<file path="src/rtl/bsg_manycore_mem_responder_pkg.sv">
// Shared manycore endpoint types: request opcodes, load info, return types,
// responder FSM states, and the load_select helper for sub-word loads.
package bsg_manycore_mem_responder_pkg;

    // Request opcodes; encodings 13-15 are unsupported and answered with a credit.
    typedef enum logic [3:0] {
        e_remote_load    = 4'd0,
        e_remote_store   = 4'd1,
        e_remote_sw      = 4'd2,
        e_cache_op       = 4'd3,
        e_remote_amoswap = 4'd4,
        e_remote_amoadd  = 4'd5,
        e_remote_amoxor  = 4'd6,
        e_remote_amoand  = 4'd7,
        e_remote_amoor   = 4'd8,
        e_remote_amomin  = 4'd9,
        e_remote_amomax  = 4'd10,
        e_remote_amominu = 4'd11,
        e_remote_amomaxu = 4'd12
    } bsg_manycore_packet_op_e;

    typedef struct packed {
        logic       float_wb;
        logic       icache_fetch;
        logic       is_unsigned_op;
        logic       is_byte_op;
        logic       is_hex_op;
        logic [1:0] part_sel;
    } bsg_manycore_load_info_s;

    typedef enum logic [1:0] {
        e_return_credit   = 2'd0,
        e_return_int_wb   = 2'd1,
        e_return_float_wb = 2'd2,
        e_return_ifetch   = 2'd3
    } bsg_manycore_return_packet_type_e;

    typedef enum logic [1:0] {
        e_idle = 2'd0,
        e_read = 2'd1,
        e_resp = 2'd2
    } bsg_manycore_mem_responder_state_e;

    // True for every atomic opcode.
    function automatic logic is_amo(input logic [3:0] op);
        return (op >= e_remote_amoswap) && (op <= e_remote_amomaxu);
    endfunction

    // Extract and extend the loaded sub-word; fetches and float writebacks take the raw word.
    function automatic logic [31:0] load_select(input logic [31:0] word,
                                                input bsg_manycore_load_info_s li);
        logic [7:0]  lane;
        logic [15:0] half;
        lane = word[8*li.part_sel +: 8];
        half = li.part_sel[1] ? word[31:16] : word[15:0];
        if (li.icache_fetch || li.float_wb)
            return word;
        else if (li.is_byte_op)
            return li.is_unsigned_op ? {24'b0, lane} : {{24{lane[7]}}, lane};
        else if (li.is_hex_op)
            return li.is_unsigned_op ? {16'b0, half} : {{16{half[15]}}, half};
        else
            return word;
    endfunction

endpackage

</file>
<file path="src/rtl/bsg_manycore_mem_responder_amo_alu.sv">
// Combinational 32-bit AMO ALU: computes the value written back for an atomic op.
module bsg_manycore_amo_alu
    import bsg_manycore_mem_responder_pkg::*;
(
    input  logic [3:0]  i_op,
    input  logic [31:0] i_old,
    input  logic [31:0] i_operand,
    output logic [31:0] o_new
);

    logic signed [31:0] w_old_s;
    logic signed [31:0] w_opd_s;

    assign w_old_s = i_old;
    assign w_opd_s = i_operand;

    // Select the new memory value; min/max compare signed, minu/maxu unsigned.
    always_comb begin
        o_new = i_old;
        case (i_op)
            e_remote_amoswap: o_new = i_operand;
            e_remote_amoadd:  o_new = i_old + i_operand;
            e_remote_amoxor:  o_new = i_old ^ i_operand;
            e_remote_amoand:  o_new = i_old & i_operand;
            e_remote_amoor:   o_new = i_old | i_operand;
            e_remote_amomin:  o_new = (w_old_s < w_opd_s) ? i_old : i_operand;
            e_remote_amomax:  o_new = (w_old_s > w_opd_s) ? i_old : i_operand;
            e_remote_amominu: o_new = (i_old < i_operand) ? i_old : i_operand;
            e_remote_amomaxu: o_new = (i_old > i_operand) ? i_old : i_operand;
            default:          o_new = i_old;
        endcase
    end

endmodule

</file>
<file path="src/rtl/bsg_manycore_mem_responder.sv">
// Manycore memory endpoint: executes one request at a time against a 1-cycle 1RW SRAM
// and presents the return packet until consumed.
// Optional: define BSG_MANYCORE_MEM_RESPONDER_AMO_EN to execute atomics; otherwise
// atomics return int_wb with zero data and never touch the SRAM.
module bsg_manycore_mem_responder
    import bsg_manycore_mem_responder_pkg::*;
#(
    parameter int data_width_p   = 32,
    parameter int addr_width_p   = 10,
    parameter int x_cord_width_p = 7,
    parameter int y_cord_width_p = 7
) (
    input  logic                      clk_i,
    input  logic                      reset_n_i,
    input  logic                      v_i,
    output logic                      ready_o,
    input  logic [3:0]                op_i,
    input  logic [addr_width_p-1:0]   addr_i,
    input  logic [data_width_p-1:0]   data_i,
    input  logic [3:0]                mask_i,
    input  logic [4:0]                reg_id_i,
    input  logic [6:0]                load_info_i,
    input  logic [x_cord_width_p-1:0] src_x_cord_i,
    input  logic [y_cord_width_p-1:0] src_y_cord_i,
    output logic                      v_o,
    output logic [1:0]                pkt_type_o,
    output logic [data_width_p-1:0]   ret_data_o,
    output logic [4:0]                ret_reg_id_o,
    output logic [x_cord_width_p-1:0] ret_x_cord_o,
    output logic [y_cord_width_p-1:0] ret_y_cord_o,
    input  logic                      yumi_i,
    output logic                      mem_v_o,
    output logic                      mem_w_o,
    output logic [addr_width_p-1:0]   mem_addr_o,
    output logic [data_width_p-1:0]   mem_data_o,
    output logic [3:0]                mem_mask_o,
    input  logic [data_width_p-1:0]   mem_data_i
);

    bsg_manycore_mem_responder_state_e r_state;
    logic [3:0]                 r_op;
    logic [addr_width_p-1:0]    r_addr;
    logic [data_width_p-1:0]    r_data;
    logic [4:0]                 r_reg_id;
    bsg_manycore_load_info_s    r_load_info;
    logic [x_cord_width_p-1:0]  r_x_cord;
    logic [y_cord_width_p-1:0]  r_y_cord;
    logic                       r_v;
    logic [1:0]                 r_pkt_type;
    logic [data_width_p-1:0]    r_ret_data;

    logic                       w_accept;
    logic                       w_acc_read;
    logic [1:0]                 w_acc_type;
    logic [data_width_p-1:0]    w_amo_new;
    bsg_manycore_load_info_s    w_li_in;

`ifdef BSG_MANYCORE_MEM_RESPONDER_AMO_EN
    localparam bit amo_en_lp = 1'b1;

    bsg_manycore_amo_alu u_amo_alu (
        .i_op      (r_op),
        .i_old     (mem_data_i),
        .i_operand (r_data),
        .o_new     (w_amo_new)
    );
`else
    localparam bit amo_en_lp = 1'b0;

    // No ALU: the write-back path is never enabled, so just park it on the operand.
    assign w_amo_new = r_data;
`endif

    assign w_li_in    = load_info_i;
    assign ready_o    = (r_state == e_idle);
    assign w_accept   = ready_o & v_i;
    // Loads, and atomics when enabled, need the SRAM read data before responding.
    assign w_acc_read = (op_i == e_remote_load) || (amo_en_lp && is_amo(op_i));
    // Atomics always answer int_wb; everything that responds immediately otherwise is a credit.
    assign w_acc_type = is_amo(op_i) ? e_return_int_wb : e_return_credit;

    assign v_o          = r_v;
    assign pkt_type_o   = r_pkt_type;
    assign ret_data_o   = r_ret_data;
    assign ret_reg_id_o = r_reg_id;
    assign ret_x_cord_o = r_x_cord;
    assign ret_y_cord_o = r_y_cord;

    // SRAM port: request-side access on accept, AMO write-back during READ; idle under reset.
    always_comb begin
        mem_v_o    = 1'b0;
        mem_w_o    = 1'b0;
        mem_addr_o = addr_i;
        mem_data_o = data_i;
        mem_mask_o = 4'hF;
        if (reset_n_i) begin
            if (w_accept) begin
                case (op_i)
                    e_remote_load:  mem_v_o = 1'b1;
                    e_remote_store: begin
                        mem_v_o    = 1'b1;
                        mem_w_o    = 1'b1;
                        mem_mask_o = mask_i;
                    end
                    e_remote_sw: begin
                        mem_v_o = 1'b1;
                        mem_w_o = 1'b1;
                    end
                    default:        mem_v_o = amo_en_lp && is_amo(op_i);
                endcase
            end else if ((r_state == e_read) && amo_en_lp && is_amo(r_op)) begin
                mem_v_o    = 1'b1;
                mem_w_o    = 1'b1;
                mem_addr_o = r_addr;
                mem_data_o = w_amo_new;
            end
        end
    end

    // Request FSM: latch on accept, capture read data in READ, hold the return until yumi.
    always_ff @(posedge clk_i or negedge reset_n_i) begin
        if (!reset_n_i) begin
            r_state     <= e_idle;
            r_op        <= '0;
            r_addr      <= '0;
            r_data      <= '0;
            r_reg_id    <= '0;
            r_load_info <= '0;
            r_x_cord    <= '0;
            r_y_cord    <= '0;
            r_v         <= 1'b0;
            r_pkt_type  <= e_return_credit;
            r_ret_data  <= '0;
        end else begin
            case (r_state)
                e_idle: begin
                    if (v_i) begin
                        r_op        <= op_i;
                        r_addr      <= addr_i;
                        r_data      <= data_i;
                        r_reg_id    <= reg_id_i;
                        r_load_info <= w_li_in;
                        r_x_cord    <= src_x_cord_i;
                        r_y_cord    <= src_y_cord_i;
                        r_ret_data  <= '0;
                        r_pkt_type  <= w_acc_type;
                        if (w_acc_read) begin
                            r_state <= e_read;
                        end else begin
                            r_state <= e_resp;
                            r_v     <= 1'b1;
                        end
                    end
                end
                e_read: begin
                    if (is_amo(r_op)) begin
                        r_ret_data <= mem_data_i;
                        r_pkt_type <= e_return_int_wb;
                    end else begin
                        r_ret_data <= load_select(mem_data_i, r_load_info);
                        if (r_load_info.icache_fetch)
                            r_pkt_type <= e_return_ifetch;
                        else if (r_load_info.float_wb)
                            r_pkt_type <= e_return_float_wb;
                        else
                            r_pkt_type <= e_return_int_wb;
                    end
                    r_v     <= 1'b1;
                    r_state <= e_resp;
                end
                e_resp: begin
                    if (yumi_i) begin
                        r_v     <= 1'b0;
                        r_state <= e_idle;
                    end
                end
                default: r_state <= e_idle;
            endcase
        end
    end

endmodule

</file>
<file path="config.mk">
export PLATFORM = sky130hd
export DESIGN_NAME = bsg_manycore_mem_responder
export DESIGN_NICKNAME = d
export VERILOG_FILES = /design/src/rtl/bsg_manycore_mem_responder_pkg.sv /design/src/rtl/bsg_manycore_mem_responder_amo_alu.sv /design/src/rtl/bsg_manycore_mem_responder.sv
export SDC_FILE = /design/constraint.sdc
export NUM_CORES = 1
export LEC_CHECK = 0
export BUFFER_PORTS_ARGS = -buffer_cell sky130_fd_sc_hd__buf_2
export CAP_MARGIN = 15
export CORE_ASPECT_RATIO = 0.8
export CORE_MARGIN = 3
export CORE_UTILIZATION = 45
export DETAILED_ROUTE_END_ITERATION = 12
export PLACE_DENSITY = 0.83
export SYNTH_ARGS = -nofsm -noshare
export SYNTH_HDL_FRONTEND = slang
export SYNTH_SLANG_ARGS = --single-unit
export TNS_END_PERCENT = 10
</file>
<file path="constraint.sdc">
create_clock -name clk_i -period 3.4 [get_ports clk_i]
set_input_delay 0.68 -clock clk_i [delete_from_list [all_inputs] [get_ports clk_i]]
set_output_delay 0.68 -clock clk_i [all_outputs]
set_load 0.01 [all_outputs]
</file>
==> impl_metrics.csv, run 1 <==
group,metric,value,unit
floorplan,io_pins,215,
layout,layout.nets,591,
synthesis,synth_cell_types,44,
grt,grt_max_degree,46,
cts,cts_buffers,9,
grt,antenna_found_initial,0,
layout,antennaDiodeCount,0,
sta,rsz0062_at_grt,"no",
synthesis,ys_ff_latch,67,
synthesis,yosysSeqAreaShare,0.458,
power_and_ir_drop,cellLeakagePower,2.29,nW
setup_path,critPathKind,"reg2out",
setup_path,critPathCaptureType,"output pin",
sta,final_hold_viol_count,0,
synthesis,synth.area.top_cells,"dfrtp_1 46%, nand2_1 12%, buf_4 8.8%",
power_and_ir_drop,power.density,590,mW/mm2
sta,slew_headroom,0.317,
synthesis,async_reset_ff_frac,1.00,
floorplan,die_width,107,um
placement,hpwl,7460,um
setup_path,crit-reg2reg-launch,"r_load_info[1]",
setup_path,crit_fanout,20,
placement,place.gp.congestion,0.861,
grt,grt_pass1_vias,3241,
route,detail_route.wl_per_cell,17.5,um
sta,fin_crit_sh,0.818,
route,drtPass1Iterations,4,
synthesis,syn_area_per_cell,9.19,um2
synthesis,synth_fp_nets,510,
power_and_ir_drop,power_frac_comb,0.258,
layout,layout.cells.non_filler,589,
sta,finalSetupTns,0,ns
synthesis,synth-compound-area-share,0.165,
synthesis,synth_cells,398,
setup_path,path_cells,"nor2_1 -> and2_1 -> buf_4 -> nand4_1 -> or2_2 -> buf_2",
synthesis,synth_top_area_frac,0.458,
power_and_ir_drop,pwr-share-seq,0.410,
route,vias,3320,
cts,post_cts_buffers,0,
layout,regArea,0.00168,mm2
synthesis,synth.most_common_cell,"nand2_1",
sta,worst_slew_pin_slew,1.02,ns
synthesis,synth_top_family_by_area,"simple AND/OR/NAND/NOR gates",
route,drtIter0Drc,254,
layout,multiInputGateArea,0.00155,mm2
grt,grt-ovfl-total,0,
power_and_ir_drop,intPower,0.00174,W
cts,postCtsHoldBufs,0,
placement,io_buffers,130,
sta,drv_slew,0,
synthesis,yosys-mux-area-fraction,0.0622,
cts,cts.path.max_buffers,2,
setup_path,slowest_delay,0.43,ns
route,drtAntennaViolNets,0,
sta,hold_ws,0.231,ns
sta,max_freq,359,MHz
synthesis,syn-cell-area,0.00366,mm2
sta,fin_worst_skew,0.0134,ns
synthesis,yosys.area_share.simple,0.195,
cts,cts.sinks,67,
synthesis,synth_fa_ha_area_frac,0,
status,status,"complete, no violations",
setup_path,crit_slowest_cell,"dfrtp_1",
sta,setup_viol,0,
cts,cts_tree,"done",
cts,clkTransAtPathRegs,0.07,ns
synthesis,yosysWarnings,0,
layout,layout-drive-gt1-share,0.343,
placement,placedCellCount,573,
grt,grt_util_all_layers,0.224,
job,cap_violations,0,
sta,post-route-min-period,2.78,ns
synthesis,synthXorXnorAreaFrac,0,
power_and_ir_drop,switching_share,0.317,
floorplan,die_area,0.00925,mm2
floorplan,num_rows,28,
setup_path,required,2.72,ns
setup_path,rrSetupSlack,1.08,ns
power_and_ir_drop,p_sw,0.000809,W
layout,area_growth_syn_to_layout,18.2,%
cts,cts_resized,0,
setup_path,critPathArrivalTime,2.10,ns
synthesis,synth_edf_count,0,
route,drc,0,
floorplan,start_util,0.479,
grt,grt_pass1_wl,16300,um
setup_path,start_kind,"flip-flop",
worst_hold_path,min_path_type,"in2async",
route,wl,10300,um
synthesis,yosysTopAreaCell,"dfrtp_1",
cts,clk_latency,0.35,ns
synthesis,ys.flop_type,"dfrtp_1",
setup_path,r2r_cells,5,
layout,fillers,722,
floorplan,die_h,86.6,um
cts,clockRootBuffer,"clkbuf_8",
floorplan,core_area,0.00764,mm2
setup_path,startpoint,"r_state[0]",
setup_path,timing.rr.end,"ret_data_o[20]",
synthesis,synth_common_cells,"114 x nand2_1, 67 x dfrtp_1, 43 x buf_4, 22 x o21ai_0, 17 x clkbuf_1",
route,vias_per_cell,5.64,
power_and_ir_drop,vdd_drop_max,0.000448,V
cts,cts-htree-levels,3,
power_and_ir_drop,clkPwrFrac,0.332,
## cell families (layout without fill, tap and decap cells)
kind of cell    Yosys count  after routing
compound gates           82             82
buf+inv                  68            154
flops                    67             67
mux                      20             20
simple gates            161            161
## how the worst max path moves through the flow
stage,end,slack (ns)
after floorplan,mem_mask_o[0],1.29
after CTS,mem_mask_o[0],0.59
after detailed placement,mem_mask_o[0],0.85
after global routing,mem_mask_o[3],0.41
after global placement,mem_mask_o[0],0.90
final,mem_mask_o[0],0.62
## layout make-up
cell class,instances,share of cell area
flip-flops and latches,67,0.388
well taps,105,0.0304
clock inverters,4,0.0220
clock buffers,12,0.0382
repair buffers,137,0.163
multi-input cells,263,0.358
inverters,1,0.000868
## placed cells by master, fill, tap and decap left out, drive strengths merged, types with 2 or more instances in the layout
master / Yosys / routed
a211oi: 9 / 9
a21oi: 6 / 6
a221o: 15 / 15
a22o: 2 / 2
a31oi: 5 / 5
a32o: 2 / 2
a32oi: 11 / 11
and2: 3 / 3
and3: 7 / 7
buf: 50 / 137
bufinv: 0 / 3
clkbuf: 17 / 12
dfrtp: 67 / 67
mux2: 2 / 2
mux2i: 16 / 16
mux4: 2 / 2
nand2: 114 / 114
nand2b: 3 / 3
nand4: 2 / 2
nor2: 9 / 9
nor2b: 4 / 4
nor3: 3 / 3
o21a: 2 / 2
o21ai: 23 / 23
or2: 6 / 6
or3: 6 / 6
## power by group through the flow
| stage | clock network (W) | registers, W | logic [W] |
|---|---|---|---|
| detailed placement | 0 | 0.00106 | 0.000655 |
| finish | 0.000847 | 0.00105 | 0.000657 |
| floorplan | 0 | 0.00104 | 0.000464 |
| global route | 0.000904 | 0.00107 | 0.000727 |
| global placement | 0 | 0.00105 | 0.000634 |
| CTS | 0.000869 | 0.00104 | 0.000658 |
## critical path: cells and delay by family, from the launching register on
family        cells  cell delay [ns]
simple gates      4             0.95
flops             1             0.43
buf+inv           2             0.37
## routing by layer
| metal | vias up | GRT usage | part of all wire |
|---|---|---|---|
| met5 | - | 0 | 0 |
| met4 | 0 | 0.0906 | 0.023 |
| met3 | 32 | 0.0737 | 0.10 |
| met2 | 188 | 0.339 | 0.45 |
| met1 | 1589 | 0.298 | 0.42 |
| li1 | 1511 | - | - |
## per-stage QoR
stage               area, um2  utilization  setup WS (ns)  power (W)
floorplan                3660            -           1.29    0.00151
global placement         4070        0.532          0.897    0.00169
detailed placement       4070        0.532          0.851    0.00171
CTS                      4330        0.566          0.586    0.00257
global route             4330        0.566          0.409    0.00270
finish                   4330        0.566          0.617    0.00255
## state kept, by name, indices dropped and copies added (netlist names)
| register | cells |
|---|---|
| pkt_type_o | 2 |
| r_state | 2 |
| r_load_info | 7 |
| v_o | 1 |
| ret_x_cord_o | 7 |
| ret_reg_id_o | 5 |
| ret_data_o | 32 |
| r_op | 4 |
| ret_y_cord_o | 7 |
Power figures use the tool's default switching activity.
==> run 2, diff against run 1 <==
ABC_AREA = 1   (was unset)
PLACE_DENSITY = 0.79   (was 0.83)
clock period = 2.8 ns   (was 3.4 ns; I/O delays follow)
==> run 2 against run 1 <==
Effect of this change: via count increased by 27%; worst setup slack improved by 0.075 ns; sequential share of layout area shrank 5.9 points; worst hold slack better by 0.11 ns; register-to-register slack worse by 0.24 ns; power rose by 40%; combinational power increased by 83%; largest cell class is now multi-input combinational cells; highest routed layer unchanged.
==> impl_metrics.csv, run 2 <==
group,metric,value,unit
synthesis,syn_area_per_cell,6.93,um2
cts,clkTransAtPathRegs,0.06,ns
cts,cts.sinks,67,
synthesis,synth_cells,643,
cts,cts_resized,0,
layout,largest_reg_flops,32,
cts,postCtsHoldBufs,0,
sta,setup_viol,0,
route,drtIter0Drc,269,
synthesis,synth_top_area_frac,0.376,
floorplan,die_area,0.0111,mm2
power_and_ir_drop,switching_share,0.376,
placement,placedCellCount,837,
cts,cts-htree-levels,3,
floorplan,die_h,95.0,um
layout,fin_area,0.00511,mm2
route,drc,0,
setup_path,timing.rr.end,"ret_data_o[7]",
synthesis,async_reset_ff_frac,1.00,
floorplan,io_pins,215,
synthesis,synth_cell_types,31,
placement,place_area,0.00480,mm2
power_and_ir_drop,power_frac_comb,0.336,
sta,drv_slew,0,
cts,cts.path.max_buffers,2,
placement,hpwl,8850,um
synthesis,syn-cell-area,0.00446,mm2
grt,grt_util_all_layers,0.216,
cts,cts_tree,"done",
setup_path,critPathCaptureType,"output pin",
cts,clk_latency,0.33,ns
sta,hold_ws,0.339,ns
power_and_ir_drop,intPower,0.00223,W
setup_path,crit_fanout,4,
route,vias_per_cell,4.93,
layout,layout-drive-gt1-share,0.262,
cts,clockRootBuffer,"clkbuf_16",
floorplan,die_width,117,um
synthesis,yosysWarnings,0,
sta,finalSetupTns,0,ns
setup_path,required,2.24,ns
floorplan,start_util,0.477,
setup_path,start_kind,"input pin",
grt,grt-ovfl-total,0,
grt,grt_pass1_wl,18900,um
cts,cts_buffers,9,
route,drtAntennaViolNets,0,
layout,antennaDiodeCount,0,
route,wl,11700,um
power_and_ir_drop,vdd_drop_max,0.000460,V
synthesis,ys_ff_latch,67,
setup_path,rrSetupSlack,0.84,ns
synthesis,yosysTopAreaCell,"dfrtp_1",
sta,fin_worst_skew,0.00758,ns
job,cap_violations,0,
setup_path,critPathKind,"in2out",
sta,post-route-min-period,2.11,ns
power_and_ir_drop,p_sw,0.00134,W
route,detail_route.wl_per_cell,13.8,um
layout,post-route-util,0.546,
grt,grt_max_degree,42,
grt,antenna_found_initial,0,
route,drtPass1Iterations,5,
setup_path,startpoint,"op_i[3]",
layout,layout.nets,828,
floorplan,core_area,0.00935,mm2
placement,place.gp.congestion,0.938,
setup_path,crit-reg2reg-launch,"r_load_info[1]",
setup_path,critPathArrivalTime,1.55,ns
power_and_ir_drop,cellLeakagePower,3.03,nW
status,status,"complete, no violations",
sta,final_hold_viol_count,0,
worst_hold_path,min_path_type,"in2async",
synthesis,synth_fp_nets,755,
layout,layout.cells.non_filler,853,
layout,final_common_cell,"nand2_1",
layout,final_cell_mix,"319 x nand2_1, 130 x buf_2, 67 x dfrtp_1",
placement,io_buffers,130,
synthesis,synth.most_common_cell,"nand2_1",
route,vias,4203,
grt,grt_pass1_vias,3934,
cts,post_cts_buffers,0,
sta,worst_slew_pin_slew,0.754,ns
sta,fin_crit_sh,0.753,
sta,max_freq,474,MHz
power_and_ir_drop,clkPwrFrac,0.320,
synthesis,synth_common_cells,"319 x nand2_1, 67 x dfrtp_1, 49 x nand3_1, 46 x buf_4, 45 x inv_1",
setup_path,r2r_cells,9,
layout,area_growth_syn_to_layout,14.6,%
synthesis,synth_edf_count,0,
sta,rsz0062_at_grt,"no",
synthesis,synth.area.top_cells,"dfrtp_1 38%, nand2_1 27%, buf_4 7.7%",
synthesis,yosysSeqAreaShare,0.376,
synthesis,ys.flop_type,"dfrtp_1",
power_and_ir_drop,pwr-share-seq,0.344,
power_and_ir_drop,power.density,698,mW/mm2
floorplan,num_rows,31,
sta,slew_headroom,0.497,
==> run 2: power by group through the flow <==
stage | logic (W) | registers, W | clock network [W]
after floorplan | 0.000985 | 0.00123 | 0
after global placement | 0.00117 | 0.00123 | 0
after detailed placement | 0.00120 | 0.00124 | 0
after CTS | 0.00121 | 0.00123 | 0.00117
after global routing | 0.00136 | 0.00124 | 0.00120
final | 0.00120 | 0.00123 | 0.00114
==> run 2: per-layer routing <==
layer  wire length, um  track usage  vias up  share of wire
met1              5160        0.288     1895           0.44
met5                 0            0        -              0
met4               169       0.0688        0          0.014
li1                  -            -     2103              -
met3              1250       0.0774       19           0.11
met2              5160        0.328      186           0.44
==> run 2: cells by family (layout without fill, tap and decap cells) <==
group	after synthesis	in the layout	synth area share
simple gates	412	412	0.412
buf+inv	123	201	0.157
flops	67	67	0.376
compound gates	41	41	0.0547
==> run 2: stage by stage <==
stage	power [W]	setup slack, ns
2_1_floorplan	0.00222	0.900
3_3_place_gp	0.00240	0.790
3_5_place_dp	0.00244	0.692
4_1_cts	0.00360	0.687
5_1_grt	0.00380	0.564
6_report	0.00357	0.692
==> run 2: worst max path at each step <==
stage | slack (ns) | cells after the start | to
after floorplan | 0.90 | 5 | mem_w_o
after global placement | 0.79 | 6 | mem_mask_o[1]
after detailed placement | 0.69 | 6 | mem_mask_o[1]
after CTS | 0.69 | 6 | mem_mask_o[1]
after global routing | 0.56 | 6 | mem_mask_o[2]
final | 0.69 | 6 | mem_mask_o[1]
==> run 2: area by class of cell <==
class	count	area (um2)
clock buffer	11	243
clock inverter	5	62.6
fill	921	4240
inverter	49	184
multi-input combinational	453	2080
sequential	67	1680
tap	132	165
timing repair buffer	136	696
==> run 2: critical path, cell delays in order <==
cell and delay, ns:
buf_2 0.12, nor2_1 0.16, inv_1 0.09, nor3_1 0.34
nand3b_1 0.13, buf_2 0.16
==> run 3, diff against run 2 <==
clock period = 2 ns   (was 2.8 ns; I/O delays follow)
==> run 3 against run 2 <==
Effect of this change: power increased by 45%; cell count increased by 0.70%; critical path depth increased by 1; sequential cell count unchanged; design area increased by 1.5%; critical path type is now reg2out; critical endpoint unchanged; largest cell class unchanged.
==> impl_metrics.csv, run 3 (synthesized netlist as in run 2, its figures left out) <==
group,metric,value,unit
cts,clk_latency,0.33,ns
route,vias,4284,
cts,cts-htree-levels,3,
setup_path,critPathCaptureType,"output pin",
cts,postCtsHoldBufs,0,
cts,clockRootBuffer,"clkbuf_16",
grt,grt_pass1_vias,4100,
cts,cts.path.max_buffers,2,
setup_path,critPathKind,"reg2out",
sta,post-route-min-period,1.88,ns
floorplan,core_area,0.00935,mm2
route,drtIter0Drc,256,
floorplan,die_h,95.0,um
placement,place.gp.congestion,0.928,
floorplan,die_width,117,um
power_and_ir_drop,power,0.00517,W
setup_path,crit_fanout,4,
power_and_ir_drop,cellLeakagePower,3.08,nW
cts,clkTransAtPathRegs,0.06,ns
layout,layout.nets,834,
layout,final_cell_mix,"318 x nand2_1, 130 x buf_2, 67 x dfrtp_1",
route,wl,12000,um
sta,fin_crit_sh,0.939,
floorplan,num_rows,31,
route,drc,0,
grt,antenna_found_initial,1,
sta,drv_slew,0,
job,cap_violations,0,
layout,area_growth_syn_to_layout,16.3,%
setup_path,start_kind,"flip-flop",
cts,cts.sinks,67,
route,drtAntennaViolNets,0,
layout,layout-drive-gt1-share,0.272,
floorplan,io_pins,215,
sta,slew_headroom,0.440,
cts,cts_buffers,9,
status,status,"complete, no violations",
layout,largest_reg_flops,32,
setup_path,required,1.60,ns
power_and_ir_drop,power.density,998,mW/mm2
sta,fin_worst_skew,0.00719,ns
route,detail_route.wl_per_cell,13.9,um
placement,hpwl,8860,um
route,drtPass1Iterations,5,
worst_hold_path,min_path_type,"in2reg",
grt,grt_pass1_wl,19500,um
layout,layout.cells.non_filler,859,
placement,io_buffers,130,
setup_path,critPathArrivalTime,1.48,ns
grt,grt_max_degree,68,
layout,antennaDiodeCount,0,
power_and_ir_drop,vdd_drop_max,0.000700,V
layout,final_common_cell,"nand2_1",
sta,worst_slew_pin_slew,0.841,ns
floorplan,die_area,0.0111,mm2
route,vias_per_cell,4.99,
sta,final_hold_viol_count,0,
grt,grt-ovfl-total,0,
sta,setup_viol,0,
layout,fillers,939,
sta,max_freq,532,MHz
placement,placedCellCount,843,
floorplan,start_util,0.477,
grt,grt_util_all_layers,0.223,
cts,cts_tree,"done",
[run 3: cell count changes in the layout (fill, tap and decap cells not counted), sizes merged]
| cell | previous run | this run |
|---|---|---|
| inv | 49 | 50 |
| bufinv | 1 | 2 |
| buf | 136 | 142 |
| clkinvlp | 2 | 1 |
| clkinv | 2 | 1 |
[run 3: layer usage]
metal  global-route usage  up-vias  routed length, um
li1                     -     2112                  -
met1                0.294     1963               5360
met2                0.347      185               5280
met3               0.0768       22               1180
met4               0.0630        2                148
met5                    0        -                 13
[run 3: repair_timing]
action                     in CTS  in global routing
setup endpoints to repair       0                  5
setup buffers                   0                  0
gates resized for setup         0                  4
[run 3: area by class of cell]
cell class / count / area [um2] / share of cell area
clock buffer: 11 / 243 / 0.0468
inverter: 49 / 184 / 0.0355
clock inverter: 5 / 85.1 / 0.0164
sequential: 67 / 1680 / 0.324
tap: 132 / 165 / 0.0319
multi-input combinational: 453 / 2090 / 0.403
timing repair buffer: 142 / 741 / 0.143
[run 3: path summary, 6_finish.rpt]
| path | start | to | slack, ns | depth (start not counted) |
|---|---|---|---|---|
| max in group asynchronous | reset_n_i | ret_data_o[7] | 1.07 | 2 |
| min reg2reg | ret_y_cord_o[5] | ret_y_cord_o[5] | 0.47 | 2 |
| max | r_state[1] | mem_mask_o[1] | 0.12 | 7 |
| min in group asynchronous | reset_n_i | ret_data_o[13] | 0.36 | 2 |
| max reg2reg | r_load_info[3] | ret_data_o[12] | 0.32 | 7 |
| min | src_x_cord_i[1] | ret_x_cord_o[1] | 0.26 | 3 |
[run 3: worst max-delay path: stages (launching register included)]
cell	delay, ns
dfrtp_1	0.40
inv_1	0.11
nand2_2	0.09
nor2_4	0.11
nand2_1	0.11
inv_2	0.09
nand3b_1	0.07
buf_2	0.15
[run 3: power by group]
| part | switching [W] | leakage, nW | internal (W) |
|---|---|---|---|
| Clock | 0.000584 | 0.156 | 0.00113 |
| Combinational | 0.00116 | 2.04 | 0.000611 |
| Sequential | 0.000145 | 0.878 | 0.00154 |
[run 3: metrics by stage]
stage	TNS [ns]	instance area [um2]	hold slack, ns	util	worst slack, ns
after floorplan	0	4460	0.104	-	0.324
after global placement	0	4850	0.451	0.519	0.309
after detailed placement	0	4850	0.455	0.519	0.217
after CTS	0	5170	0.251	0.554	0.0248
after global routing	-0.0318	5180	0.262	0.554	-0.0200
final	0	5180	0.263	0.554	0.121
